**src/rtl/spi_reg_pkg.sv**
```systemverilog
// Shared definitions for the SPI parameter register bank: command field
// layout, FSM state encoding, default bank size and an index range helper.
package spi_reg_pkg;

    localparam int CMD_RD_BIT       = 7;
    localparam int IDX_FIELD_W      = 7;
    localparam int DEFAULT_NUM_REGS = 32;

    typedef enum logic [1:0] {
        IDLE = 2'd0,
        ADDR = 2'd1,
        DONE = 2'd2
    } state_t;

    // True when a register index addresses a real register.
    function automatic logic in_range(input int idx, input int num_regs);
        return idx < num_regs;
    endfunction

endpackage

```
**src/rtl/spi_reg_array.sv**
```systemverilog
// Parameter storage: NUM_REGS x BYTE_W, one synchronous write port, one
// combinational read port for the SPI TX path and one registered read port
// for the synth engine. The engine port samples the array on the same edge
// a write lands, so it returns the pre-write value (read-before-write).
module spi_reg_array
    import spi_reg_pkg::*;
#(
    parameter int BYTE_W   = 8,
    parameter int NUM_REGS = DEFAULT_NUM_REGS,
    parameter int IDX_W    = $clog2(NUM_REGS)
) (
    input  logic              clk,
    input  logic              rst,
    input  logic              wr_en,
    input  logic [IDX_W-1:0]  wr_idx,
    input  logic [BYTE_W-1:0] wr_data,
    input  logic [IDX_W-1:0]  spi_rd_idx,
    output logic [BYTE_W-1:0] spi_rd_data,
    input  logic [IDX_W-1:0]  eng_rd_addr,
    output logic [BYTE_W-1:0] eng_rd_data
);

    logic [BYTE_W-1:0] mem [NUM_REGS];

    // Storage: cleared on reset, written by committed SPI frames.
    always_ff @(posedge clk) begin
        if (rst) begin
            for (int i = 0; i < NUM_REGS; i++) begin
                mem[i] <= '0;
            end
        end else if (wr_en) begin
            mem[wr_idx] <= wr_data;
        end
    end

    assign spi_rd_data = mem[spi_rd_idx];

    // Engine read port: one-cycle latency, out-of-range addresses read zero.
    always_ff @(posedge clk) begin
        if (rst) begin
            eng_rd_data <= '0;
        end else if (in_range(int'(eng_rd_addr), NUM_REGS)) begin
            eng_rd_data <= mem[eng_rd_addr];
        end else begin
            eng_rd_data <= '0;
        end
    end

endmodule

```
**src/rtl/spi_reg_bank.sv**
```systemverilog
// Command decoder and parameter register bank behind the SPI slave.
// Frame = address byte (bit 7 read/write, bits 6:0 index) + data byte.
// Build option: define SPI_REG_READBACK_EN to return register contents on
// read commands; otherwise the TX byte is always 0x00 but the TX handshake
// still runs so the SPI slave never stalls.
module spi_reg_bank
    import spi_reg_pkg::*;
#(
    parameter int BYTE_W   = 8,
    parameter int NUM_REGS = DEFAULT_NUM_REGS,
    parameter int IDX_W    = $clog2(NUM_REGS)
) (
    input  logic              sys_clk,
    input  logic              sys_rst,
    input  logic [BYTE_W-1:0] spi_address_rx,
    input  logic              spi_address_rx_valid,
    input  logic [BYTE_W-1:0] spi_data_byte_rx,
    input  logic              spi_data_byte_rx_valid,
    input  logic              spi_dreq,
    output logic [BYTE_W-1:0] spi_data_to_send,
    output logic              spi_data_written,
    input  logic [IDX_W-1:0]  eng_rd_addr,
    output logic [BYTE_W-1:0] eng_rd_data,
    output logic              param_wr_stb,
    output logic [IDX_W-1:0]  param_wr_addr,
    output logic [BYTE_W-1:0] param_wr_data
);

    // TX handshake: spi_dreq is a level request from the SPI slave. The
    // first cycle it is seen high while ack_armed is set, spi_data_written
    // pulses for one cycle on the next edge together with spi_data_to_send.
    // The request is only re-armed once spi_dreq has been seen low, so a
    // request held high yields exactly one pulse.

    logic                   addr_valid_q;
    logic                   data_valid_q;
    logic                   addr_rise;
    logic                   data_rise;
    state_t                 state;       // FSM observation point for checkers
    state_t                 state_next;
    logic                   cmd_rd;
    logic                   cmd_rd_next;
    logic [IDX_FIELD_W-1:0] idx_q;
    logic [IDX_FIELD_W-1:0] idx_next;
    logic                   commit;
    logic                   ack_armed;
    logic [IDX_FIELD_W-1:0] tx_idx;
    logic [BYTE_W-1:0]      spi_rd_data;
    logic [BYTE_W-1:0]      tx_byte;

    // Previous-cycle copies of the valid levels. They track the inputs even
    // during reset so a valid still high at release is not seen as a new edge.
    always_ff @(posedge sys_clk) begin
        addr_valid_q <= spi_address_rx_valid;
        data_valid_q <= spi_data_byte_rx_valid;
    end

    assign addr_rise = spi_address_rx_valid & ~addr_valid_q;
    assign data_rise = spi_data_byte_rx_valid & ~data_valid_q;

    // FSM state and latched command fields.
    always_ff @(posedge sys_clk) begin
        if (sys_rst) begin
            state  <= IDLE;
            cmd_rd <= 1'b0;
            idx_q  <= '0;
        end else begin
            state  <= state_next;
            cmd_rd <= cmd_rd_next;
            idx_q  <= idx_next;
        end
    end

    // Next state: CS deassert (address valid low) aborts any frame.
    always_comb begin
        state_next  = state;
        cmd_rd_next = cmd_rd;
        idx_next    = idx_q;
        commit      = 1'b0;
        if (!spi_address_rx_valid) begin
            state_next = IDLE;
        end else begin
            case (state)
                IDLE: begin
                    if (addr_rise) begin
                        state_next  = ADDR;
                        cmd_rd_next = spi_address_rx[CMD_RD_BIT];
                        idx_next    = spi_address_rx[IDX_FIELD_W-1:0];
                    end
                end
                ADDR: begin
                    if (data_rise) begin
                        state_next = DONE;
                        commit     = !cmd_rd && in_range(int'(idx_q), NUM_REGS);
                    end
                end
                DONE: begin
                    state_next = DONE;
                end
                default: begin
                    state_next = IDLE;
                end
            endcase
        end
    end

    // Write notification to the engine; addr/data hold until the next commit.
    always_ff @(posedge sys_clk) begin
        if (sys_rst) begin
            param_wr_stb  <= 1'b0;
            param_wr_addr <= '0;
            param_wr_data <= '0;
        end else begin
            param_wr_stb <= commit;
            if (commit) begin
                param_wr_addr <= idx_q[IDX_W-1:0];
                param_wr_data <= spi_data_byte_rx;
            end
        end
    end

    spi_reg_array #(
        .BYTE_W   (BYTE_W),
        .NUM_REGS (NUM_REGS),
        .IDX_W    (IDX_W)
    ) u_array (
        .clk         (sys_clk),
        .rst         (sys_rst),
        .wr_en       (commit),
        .wr_idx      (idx_q[IDX_W-1:0]),
        .wr_data     (spi_data_byte_rx),
        .spi_rd_idx  (tx_idx[IDX_W-1:0]),
        .spi_rd_data (spi_rd_data),
        .eng_rd_addr (eng_rd_addr),
        .eng_rd_data (eng_rd_data)
    );

    // The TX byte is indexed straight from the address byte: dreq can rise in
    // the same cycle as address valid, before the FSM has left IDLE.
    assign tx_idx = spi_address_rx[IDX_FIELD_W-1:0];

`ifdef SPI_REG_READBACK_EN
    // TX byte select: register contents only for an in-range read command.
    always_comb begin
        tx_byte = '0;
        if (spi_address_rx_valid && spi_address_rx[CMD_RD_BIT] &&
            in_range(int'(tx_idx), NUM_REGS) &&
            (state == ADDR || (state == IDLE && addr_rise))) begin
            tx_byte = spi_rd_data;
        end
    end
`else
    logic unused_rd_data;
    assign unused_rd_data = ^spi_rd_data;
    assign tx_byte        = '0;
`endif

    // TX response: one pulse per request, re-armed when dreq drops.
    always_ff @(posedge sys_clk) begin
        if (sys_rst) begin
            ack_armed        <= 1'b1;
            spi_data_written <= 1'b0;
            spi_data_to_send <= '0;
        end else begin
            spi_data_written <= 1'b0;
            if (spi_dreq && ack_armed) begin
                spi_data_written <= 1'b1;
                ack_armed        <= 1'b0;
                spi_data_to_send <= tx_byte;
            end else if (!spi_dreq) begin
                ack_armed <= 1'b1;
            end
        end
    end

endmodule

```
**config.mk**
```make
export PLATFORM = sky130hd
export DESIGN_NAME = spi_reg_bank
export DESIGN_NICKNAME = d
export VERILOG_FILES = /design/src/rtl/spi_reg_pkg.sv /design/src/rtl/spi_reg_array.sv /design/src/rtl/spi_reg_bank.sv
export SDC_FILE = /design/constraint.sdc
export NUM_CORES = 1
export LEC_CHECK = 0
export BUFFER_PORTS_ARGS = -buffer_cell sky130_fd_sc_hd__clkbuf_2
export CAP_MARGIN = 20
export CORE_UTILIZATION = 56
export DETAILED_ROUTE_END_ITERATION = 8
export GPL_ROUTABILITY_DRIVEN = 1
export HOLD_SLACK_MARGIN = 0.12
export PLACE_DENSITY = 0.83
export SYNTH_ARGS = -nofsm -noshare
export SYNTH_HDL_FRONTEND = slang
export SYNTH_SLANG_ARGS = --single-unit
```
**constraint.sdc**
```tcl
create_clock -name sys_clk -period 2.1 [get_ports sys_clk]
set_clock_uncertainty 0.2 [all_clocks]
set_input_delay 0.105 -clock sys_clk [delete_from_list [all_inputs] [get_ports sys_clk]]
set_output_delay 0.105 -clock sys_clk [all_outputs]
set_load 0.1 [all_outputs]
```
==> Word-level counts from Yosys, hierarchy flattened <==
Memory sizes are Yosys's and may differ from the RTL's. A register that Yosys moved wholly into a read port is not among the register bits.
Index checks and enable logic that the tools add are counted.
W data, S select, Z words.
{ "word_totals": {"output_inout_bits": 31, "wordCells": 47, "ramBits": 256, "mem_count": 1, "regBits": 28} }
{ "op_classes": {"n_reduce_logical": 8, "muxes": 17, "eq_ne": 5, "n_lt_le_gt_ge": 1, "n_bitwise": 5} }
{ "memory_table": {"columns": ["memory", "words", "width", "rd", "rd_ports_with_merged_regs", "write_ports", "line", "rtl"], "rows": [
  ["u_array.mem", 32, 8, 1, 1, 32, "spi_reg_array.sv:23", "logic [BYTE_W-1:0] mem [NUM_REGS];"]
]} }
{ "op_table": {"columns": ["op", "count"], "rows": [
  ["$mux W1", 12],
  ["$mux W8", 1],
  ["$reduce_or A8 Y1", 1],
  ["$lt A7 B6 Y1 const B", 1],
  ["$pmux W2 S3", 1],
  ["$mux W5", 1],
  ["$mux W2", 2],
  ["$ne A2 B2 Y1 const B", 2],
  ["$not A1 Y1", 3],
  ["$reduce_and A3 Y1", 1],
  ["$and A1 B1 Y1", 2],
  ["$eq A2 B1 Y1 const B", 1],
  ["$eq A2 B2 Y1 const B", 1],
  ["$logic_and A1 B1 Y1", 2],
  ["$logic_not A2 Y1", 1],
  ["$ne A2 B1 Y1 const B", 1],
  ["$reduce_and A2 Y1", 1],
  ["$reduce_or A2 Y1", 1],
  ["$logic_not A1 Y1", 1]
]} }

==> Depth between registers and ports, before layout <==
Gate-level depths: netlist of run 1.
{ "logic_depth": {"word_depth": 10, "depth_mapped": 7, "depth_no_buf": 6} }

==> Modules after synthesis <==
A second synthesis of run 1 with hierarchy kept.
{ "hier_totals": {"hier_cells": 1007, "area_unflattened_um2": 15252.1} }
{ "modules_own_cells": {"columns": ["mod", "cells_per_inst", "area_per_inst_um2", "n_inst"], "rows": [
  ["spi_reg_array", 887, 14027.2, 1],
  ["spi_reg_bank", 120, 1224.9, 1]
]} }

==> Worst setup path after synthesis of run 1 <==
No wires, ideal clock.
{ "synth_timing": {"kind": "reg-to-reg", "start": "reg state[1]", "end": "mem u_array.mem[13][0], enable pin", "path_slack_ps": -147, "stages_incl_launch_ff": 7, "setup_ps": 310, "required_time_ps": 1590, "n_path_buf": 0, "period_less_slack_ps": 2247, "t_arrival_ps": 1738, "cell_sequence": "dfxtp_1 -> inv_1 -> ha_1 -> nor4b_2 -> nand3_2 -> nor4b_2 -> or2_2"} }
{ "synth_rtl": {"columns": ["element", "line", "rtl"], "rows": [
  ["start, declared", "spi_reg_bank.sv:39", "state_t state;"],
  ["start signal, assigned", "spi_reg_bank.sv:68", "state <= state_next;"],
  ["end, declared", "spi_reg_array.sv:23", null]
]} }

==> out/results.ini, run 1 <==
[min_path]
hold_depth=4
hold_start=spi_address_rx[5]
holdCritPathClass=primary input to flip-flop
whs_endpoint=idx_q[5]$_SDFFE_PP0P_

[detailed_routing]
via_count=7692
ant_nets=0
post_drt_wl_per_cell_um=21.87
viasPerCell=5.779
firstDrtPassIters=5
wl_mm=29.10
route.detailed.drc=0
drt_iter0_drc=751

[power_and_ir_drop]
power_switching_w=0.002928
switching_share=0.2344
p_int_w=0.009564
powerDensity_nw_per_um2=808.1
clkPwrFrac=0.389
p_seq_frac=0.526
ir_drop_v=0.0006475
leakagePower_nw=5.868
combPwrFrac=0.085

[finish]
syn_to_final_growth_pct=16.68
drive_gt1_frac=0.2927
fillers=1496
antenna_cells=0
fin_nets=1023
postLayoutCoreUtil=0.6745

[sta]
final-hold-violation-count=0
slew_viol_final=0
timing.final.crit_period_ns=2.094
whs_ns=0.1540
maxSlewHeadroom=0.4105
final-setup-viol-count=0
post-route-period-util=0.9971
fmax_ghz=0.4776
rsz0062_at_grt=yes
tightest_slew_ns=0.8842

[yosys]
yosysWarningCount=0
yosysTopAreaCell=edfxtp_1
synth.distinct_cells=43
synthTopCellsByCount=258 x and2_1, 256 x edfxtp_1, 64 x mux4_2
async_flop_share=0
synthFlopType=edfxtp_1
netlist_area_um2=13250
synth_area_leaders=edfxtp_1 58%, and2_1 12%, mux4_2 11%, dfxtp_1 5.4%, mux2i_1 2.2%
ys_seq_area_frac=0.6347
synth.top_cell.area_share=0.5803
avgSynthCellArea_um2=15.00
synth_edf_count=256
synth.most_common_cell=and2_1
ys_seq_elements=292
synthCells=883

[clock_network]
numCtsBuffers=29
cts-root-buf=clkbuf_16
clock_latency_ns=0.55
path_clk_slew_ns=0.06
cts_tree=yes
cts.sinks=292
cts_buffer_depth=3
htreeDepth=1

[die]
die_height_um=155.8
num_rows=55
io_pins=57
die_w_um=155.8
initial_utilization=0.5781
dieArea_um2=24280
core_area_um2=22920

[placed_design]
dp_hpwl_mm=18.93
routabilityCongestion=0.8333
port_buffers=48

[setup_path]
end_kind=flip-flop
crit_type=flip-flop to flip-flop
slowest_stage=and4bb_4
start_kind=flip-flop
path_max_fanout=9
required_ns=2.16
crit_arrival_ns=2.15
worstPathCellList=and4bb_4 > buf_4 > nand3b_1 > nor2_1 > or2_4
cpPeakStageDelay_ns=0.44
reg2reg_slack_ns=0.006
worst_r2r_path_depth=5
reg2reg_from=data_valid_q$_DFF_P_
timing.rr.end=u_array.mem[1][3]$_SDFFCE_PN0P_

[grt]
grt_pass1_vias=7657
grt_usage=0.2470
grt_pass1_wl_mm=44.59
antenna_found_initial=0
overflow=0
grt_max_degree=37

[status]
status=finished, final reports clean

[job]
drv_cap=0

[kinds of logic after synthesis]
kind of cell,share of synthesized area
other,0.0002831
adder cells (fa/ha/maj),0.001889
multiplexers,0.1350
buffers and inverters,0.02635
flip-flops,0.6347
AO/OA/AOI/OAI,0.02323
AND/OR/NAND/NOR,0.1786
[metal layers]
metal  global-route usage  part of all wire  vias to the layer above  routed length [um]
li1                     -                 -                     3444                   -
met1               0.3451              0.41                     3858               12070
met2               0.4105              0.48                      345               14080
met3              0.03083             0.077                       45                2245
met4              0.07049             0.024                        0                 708
met5                    0                 0                        -                   0
[layout by cell type, fill, tap and decap left out, drive strengths merged, types with 12 or more instances in the layout]
cell,Yosys,routed
clkinv,0,12
clkbuf,37,85
and2,258,258
mux4,64,64
nor2,37,37
dfxtp,36,36
dlygate4sd3,0,20
mux2i,29,29
edfxtp,256,256
or2,33,33
buf,28,72
a22o,12,12
[worst max-delay path, delay by kind of cell, from the launching register on]
kind	cells	cell delay, ns
buffers and inverters	1	0.16
AND/OR/NAND/NOR	4	1.14
flip-flops	1	0.31
[flip-flops by register name (all words and copies together), names as in the netlist]
| register | flops |
|---|---|
| ack_armed | 1 |
| addr_valid_q | 1 |
| cmd_rd | 1 |
| data_valid_q | 1 |
| idx_q | 7 |
| param_wr_addr | 5 |
| param_wr_data | 8 |
| param_wr_stb | 1 |
| spi_data_written | 1 |
| state | 2 |
| u_array.eng_rd_data | 8 |
| u_array.mem | 256 |
[cell type report]
type                    count  area [um2]  area share
well taps                 313       391.6     0.02534
flip-flops and latches    292        8411      0.5441
multi-input cells         529        4708      0.3046
repair buffers            139        1033     0.06686
inverters                   4       15.01   0.0009713
clock buffers              38       800.8     0.05181
clock inverters            16       97.59    0.006314
[power by group through the flow]
| stage | clock (W) | sequential, W | combinational, W |
|---|---|---|---|
| finish | 0.00486 | 0.00657 | 0.00106 |
| global route | 0.00509 | 0.00658 | 0.00111 |
| CTS | 0.00490 | 0.00657 | 0.00103 |
| detailed placement | 0 | 0.00669 | 0.000995 |
| global placement | 0 | 0.00668 | 0.000981 |
| floorplan | 0 | 0.00676 | 0.000619 |
[metrics by stage]
step	worst slack, ns	instance area, um2	std cells	setup TNS [ns]	total power, W
2_1_floorplan	-0.01710	13340	890	-0.1998	0.007380
3_3_place_gp	-0.02559	14190	1252	-0.6720	0.007662
3_5_place_dp	-0.06768	14190	1252	-4.481	0.007681
4_1_cts	0.003817	15320	1327	0	0.01250
5_1_grt	-0.03434	15460	1331	-1.161	0.01279
6_report	0.006017	15460	1331	0	0.01249
[worst max-delay path by stage]
stage | to | cells after the start | startpoint | slack, ns
3_3_place_gp | u_array.mem[8][0]$_SDFFCE_PN0P_ | 4 | idx_q[6]$_SDFFE_PP0P_ | -0.03
2_1_floorplan | u_array.mem[17][0]$_SDFFCE_PN0P_ | 6 | state[1]$_SDFFE_PP0P_ | -0.02
3_5_place_dp | u_array.mem[8][2]$_SDFFCE_PN0P_ | 4 | idx_q[6]$_SDFFE_PP0P_ | -0.07
4_1_cts | u_array.mem[12][2]$_SDFFCE_PN0P_ | 7 | state[1]$_SDFFE_PP0P_ | 0.004
5_1_grt | u_array.mem[21][2]$_SDFFCE_PN0P_ | 7 | state[1]$_SDFFE_PP0P_ | -0.03
6_report | u_array.mem[1][3]$_SDFFCE_PN0P_ | 5 | data_valid_q$_DFF_P_ | 0.006
[timing repair]
action | 4_1_cts | 5_1_grt
resized for setup | 6 | 34
cloned | 0 | 0
hold buffers | 20 | 0
hold endpoints to repair | 24 | 0
pin swaps | 1 | 11
endpoints found under the setup margin | 200 | 261
buffers inserted | 1 | 3
Power figures use the tool's default switching activity.
==> run 2: changes to the inputs <==
- MAX_ROUTING_LAYER: default -> met4
==> run 2 against run 1 <==
  * Die area stayed put
  * Clock-buffer cell count stayed put
  * Via count increased by 0.20%
  * First-iteration DRC count shrank 7.7%
  * Register-to-register slack gained 0.03 ns
  * Worst hold slack better by 0.0039 ns
  * Largest cell class unchanged
==> out/results.ini, run 2 (synthesized netlist as in run 1, its figures left out) <==
[clock_network]
numCtsBuffers=29  ; unchanged
clock_latency_ns=0.55  ; about the same
cts_buffer_depth=3  ; unchanged
htreeDepth=1  ; unchanged
cts_tree=yes
path_clk_slew_ns=0.06  ; about the same
cts.sinks=292  ; unchanged
cts-root-buf=clkbuf_16

[detailed_routing]
viasPerCell=5.790  ; +0.20%
firstDrtPassIters=5  ; unchanged
drt_iter0_drc=693  ; -7.7%
route.detailed.drc=0  ; unchanged
post_drt_wl_per_cell_um=21.80  ; -0.28%
via_count=7707  ; +0.20%
ant_nets=0  ; unchanged
wl_mm=29.02  ; -0.28%

[finish]
final_common_cell=and2_1
postLayoutCoreUtil=0.6746  ; about the same
largest_reg_flops=256  ; unchanged
fin_nets=1023  ; unchanged
syn_to_final_growth_pct=16.70  ; about the same
final_area_um2=15460  ; about the same
drive_gt1_frac=0.2937  ; +0.0009823
antenna_cells=0  ; unchanged
layout_common_cells=258 x and2_1, 256 x edfxtp_1, 66 x buf_4
top_regs=u_array.mem: 256 flops, param_wr_data: 8 flops, u_array.eng_rd_data: 8 flops
layoutNonFillerInstCount=1331  ; unchanged
largest-register=u_array.mem

[sta]
tightest_slew_ns=0.8806  ; -0.003561 ns
post-route-period-util=0.9829  ; -0.01425
timing.final.crit_period_ns=2.064  ; -0.02993 ns
final-setup-viol-count=0  ; unchanged
fmax_ghz=0.4845  ; +1.5%
final-hold-violation-count=0  ; unchanged
setup_tns_ns=0  ; unchanged
rsz0062_at_grt=yes
slew_viol_final=0  ; unchanged
maxSlewHeadroom=0.4129  ; +0.002374

[die]
num_rows=55  ; unchanged
core_area_um2=22920  ; unchanged
die_height_um=155.8  ; unchanged
initial_utilization=0.5781  ; unchanged
dieArea_um2=24280  ; unchanged
io_pins=57  ; unchanged
die_w_um=155.8  ; unchanged

[grt]
grt_max_degree=37  ; unchanged
antenna_found_initial=0  ; unchanged
grt_usage=0.2544  ; +0.007451
grt_pass1_vias=7644  ; -0.17%
overflow=0  ; unchanged
grt_pass1_wl_mm=44.59  ; unchanged

[power_and_ir_drop]
ir_drop_v=0.0006449  ; -0.40%
leakagePower_nw=5.868  ; about the same
finalPower_w=0.01249  ; about the same
powerDensity_nw_per_um2=807.7  ; about the same

[placed_design]
placed_cell_area_um2=14190  ; unchanged
port_buffers=48  ; unchanged
routabilityCongestion=0.8461  ; +1.5%
dpl.cell_count=1252  ; unchanged
dp_hpwl_mm=18.93  ; unchanged

[job]
drv_cap=0  ; unchanged

[setup_path]
required_ns=2.14  ; -0.02 ns
crit_arrival_ns=2.11  ; -0.04 ns
end_kind=flip-flop
start_kind=flip-flop
crit_type=flip-flop to flip-flop
path_max_fanout=9  ; unchanged

[min_path]
holdCritPathClass=primary input to flip-flop

[status]
status=finished, final reports clean

[run 2: cell counts in the layout (fill, tap and decap cells not counted)]
Identical to the previous run, type by type.
[run 2: layout make-up]
cell class / instances / area [um2]
Fill cell: 1497 / 7456
Clock buffer: 38 / 800.8
Multi-Input combinational cell: 529 / 4711
Clock inverter: 16 / 97.59
Tap cell: 313 / 391.6
Timing Repair Buffer: 139 / 1033
Inverter: 4 / 15.01
Sequential cell: 292 / 8411
[run 2: metal layers]
| metal | vias up | GRT usage | part of all wire |
|---|---|---|---|
| met1 | 3892 | 0.3447 | 0.42 |
| met5 | - | - | 0 |
| li1 | 3451 | - | - |
| met2 | 317 | 0.4099 | 0.48 |
| met3 | 47 | 0.03111 | 0.070 |
| met4 | 0 | 0.07096 | 0.024 |
[run 2: power breakdown]
part	switching [W]	total, W	leakage, nW	internal [W]
Combinational	0.000675	0.00106	2.50	0.000383
Sequential	0.0000837	0.00657	2.94	0.00649
Clock	0.00217	0.00486	0.434	0.00269
Total	0.00292	0.0125	5.87	0.00956
[run 2: critical path: stages (launching register included)]
cell and delay (ns):
dfxtp_1 0.31, and4bb_4 0.44, or3b_4 0.46, nor2_2 0.11
or2_2 0.24
[run 2: stage by stage]
step	worst slack [ns]	hold WS, ns
after detailed placement	-0.06768	0.05930
after CTS	0.003817	0.1301
after global placement	-0.02559	0.05510
after floorplan	-0.01710	-0.06728
final	0.03595	0.1579
after global routing	-0.03356	0.1625
[run 2: path summary, 6_finish.rpt]
kind,to,start,slack [ns],cells past startpoint
worst max register to register,u_array.mem[9][4]$_SDFFCE_PN0P_,data_valid_q$_DFF_P_,0.04,4
worst min register to register,spi_data_written$_SDFF_PP0_,ack_armed$_SDFFE_PP1P_,0.22,2
worst max-delay path,u_array.mem[9][4]$_SDFFCE_PN0P_,data_valid_q$_DFF_P_,0.04,4
worst min-delay path,idx_q[5]$_SDFFE_PP0P_,spi_address_rx[5],0.16,4
[run 2: timing repair]
item                                    4_1_cts  5_1_grt
pin swaps                                     1       11
gates resized for setup                       6       35
setup buffers                                 1        3
hold endpoints to repair                     24        0
endpoints found under the setup margin      200      261
hold buffers                                 20        0
==> run 3: changes to the inputs <==
- PLACE_DENSITY: 0.83 -> 0.8
- clock period: 2.1 -> 2.4 ns (I/O delays scaled with it)
==> run 3 against run 2 <==
  * Die area is the same
  * Routed wire length is 2.6% higher
  * Worst hold slack better by 0.0098 ns
  * Fmax down 13%
  * Largest cell class unchanged
  * Largest power group unchanged
  * Highest routed layer unchanged
==> out/results.ini, run 3 (synthesized netlist as in run 1, its figures left out) <==
[finish]
fin_nets=1014  ; -0.88%
largest-register=u_array.mem
antenna_cells=0  ; unchanged
drive_gt1_frac=0.2755  ; -0.01819
largest_reg_flops=256  ; unchanged
final_area_um2=15440  ; -0.15%
syn_to_final_growth_pct=16.53
top_regs=u_array.mem: 256 flops, param_wr_data: 8 flops, u_array.eng_rd_data: 8 flops
layoutNonFillerInstCount=1322  ; -0.68%
final_common_cell=and2_1
fillers=1591  ; +6.3%
postLayoutCoreUtil=0.6737  ; -0.0009830
layout_common_cells=258 x and2_1, 256 x edfxtp_1, 64 x mux4_2

[power_and_ir_drop]
ir_drop_v=0.0005641  ; -13%
powerDensity_nw_per_um2=755.1  ; -6.5%
leakagePower_nw=5.907  ; +0.67%
finalPower_w=0.01166  ; -6.6%

[grt]
overflow=0  ; unchanged
grt_pass1_vias=7903  ; +3.4%
antenna_found_initial=0  ; unchanged
grt_usage=0.2660  ; +0.01161
grt_max_degree=57  ; +54%
grt_pass1_wl_mm=46.21  ; +3.6%

[job]
drv_cap=0  ; unchanged

[setup_path]
crit_type=flip-flop to flip-flop
timing.rr.end=u_array.eng_rd_data[2]$_SDFF_PP0_
path_buf_inv=1  ; +1
start_kind=flip-flop
cpPeakStageDelay_ns=0.59  ; +0.13 ns
reg2reg_from=u_array.mem[15][2]$_SDFFCE_PN0P_
end_kind=flip-flop
crit_arrival_ns=2.59  ; +0.48 ns
worstPathCellList=mux4_2 > mux2i_1 > a221o_1 > a31oi_1 > dlygate4sd3_1
path_max_fanout=1  ; -8
critPathTopFamily=multiplexers
required_ns=2.63  ; +0.49 ns
worst_r2r_path_depth=5  ; +1
reg2reg_slack_ns=0.04  ; about the same
slowest_stage=dlygate4sd3_1

[clock_network]
cts_setup_buffers=0  ; -1
cts-root-buf=clkbuf_16
numCtsBuffers=30  ; +3.4%
path_clk_slew_ns=0.06  ; about the same
clock_latency_ns=0.55  ; about the same
cts_tree=yes
cts.sinks=292  ; unchanged
cts_buffer_depth=3  ; unchanged
htreeDepth=1  ; unchanged

[min_path]
holdCritPathClass=primary input to flip-flop
hold_start=eng_rd_addr[2]
whs_endpoint=u_array.eng_rd_data[3]$_SDFF_PP0_
hold_depth=5  ; +1

[die]
die_height_um=155.8  ; unchanged
io_pins=57  ; unchanged
core_area_um2=22920  ; unchanged
die_w_um=155.8  ; unchanged
initial_utilization=0.5781  ; unchanged
num_rows=55  ; unchanged
dieArea_um2=24280  ; unchanged

[sta]
timing.final.crit_period_ns=2.359  ; +0.2951 ns
slew_viol_final=0  ; unchanged
post-route-period-util=0.9830  ; about the same
rsz0062_at_grt=no
final-setup-viol-count=0  ; unchanged
maxSlewHeadroom=0.2501  ; -0.1628
tightest_slew_ns=1.120  ; +0.2389 ns
fmax_ghz=0.4239  ; -13%
final-hold-violation-count=0  ; unchanged

[detailed_routing]
wl_mm=29.78  ; +2.6%
drt_iter0_drc=686  ; -1.0%
viasPerCell=5.836  ; +0.79%
route.detailed.drc=0  ; unchanged
firstDrtPassIters=5  ; unchanged
post_drt_wl_per_cell_um=22.52  ; +3.3%
via_count=7715  ; +0.10%
ant_nets=0  ; unchanged

[placed_design]
placed_cell_area_um2=14030  ; -1.1%
routabilityCongestion=0.9356  ; +11%
dpl.cell_count=1239  ; -1.0%
port_buffers=48  ; unchanged
dp_hpwl_mm=18.78  ; -0.79%

[status]
status=finished, final reports clean

==> run 3: worst min-delay path: cells and delay by family <==
family	cells	cell delay (ns)
mux	1	0.17
simple gates	2	0.24
buf+inv	2	0.31
==> run 3: through the flow <==
step	setup TNS (ns)	hold WS [ns]	setup slack (ns)
floorplan	0	-0.05228	0.1527
global placement	0	0.06077	0.05595
detailed placement	-0.3171	0.06539	-0.03977
CTS	-0.001263	0.1501	-0.001263
global route	0	0.1818	0.001571
finish	0	0.1677	0.04085
==> run 3: how the worst max path moves through the flow <==
stage / to / depth (start not counted) / slack, ns / start
global placement: u_array.mem[3][6]$_SDFFCE_PN0P_ / 6 / 0.06 / state[1]$_SDFFE_PP0P_
finish: u_array.eng_rd_data[2]$_SDFF_PP0_ / 5 / 0.04 / u_array.mem[15][2]$_SDFFCE_PN0P_
CTS: u_array.mem[3][5]$_SDFFCE_PN0P_ / 6 / -0.001 / state[1]$_SDFFE_PP0P_
detailed placement: u_array.mem[3][1]$_SDFFCE_PN0P_ / 6 / -0.04 / state[1]$_SDFFE_PP0P_
global route: idx_q[6]$_SDFFE_PP0P_ / 6 / 0.002 / state[1]$_SDFFE_PP0P_
floorplan: u_array.mem[13][0]$_SDFFCE_PN0P_ / 6 / 0.15 / state[1]$_SDFFE_PP0P_
==> run 3: layout make-up <==
type	count	area, um2	share of cell area
Sequential cell	292	8408	0.5447
Multi-Input combinational cell	529	4567	0.2958
Timing Repair Buffer	129	983.4	0.06371
Clock buffer	40	864.6	0.05601
Tap cell	313	391.6	0.02537
Clock inverter	15	207.7	0.01345
Inverter	4	15.01	0.0009726
==> run 3: where the power goes <==
| group | internal (W) | switching [W] | total, W |
|---|---|---|---|
| logic | 0.000320 | 0.000586 | 0.000905 |
| clock network | 0.00306 | 0.00194 | 0.00500 |
| registers | 0.00567 | 0.0000746 | 0.00575 |
| total | 0.00906 | 0.00260 | 0.0117 |
==> run 3: what timing repair did <==
action / in CTS / in global routing
endpoints found under the setup margin: 24 / 162
hold buffers: 28 / 0
endpoints found under the hold margin: 24 / 0
pin swaps: 0 / 1
resized for setup: 4 / 7
==> run 3: routing by layer <==
layer	GRT usage	vias up	part of all wire
li1	-	3426	-
met1	0.3605	3855	0.42
met2	0.4173	366	0.47
met3	0.03889	68	0.080
met4	0.08730	0	0.028
met5	-	-	0
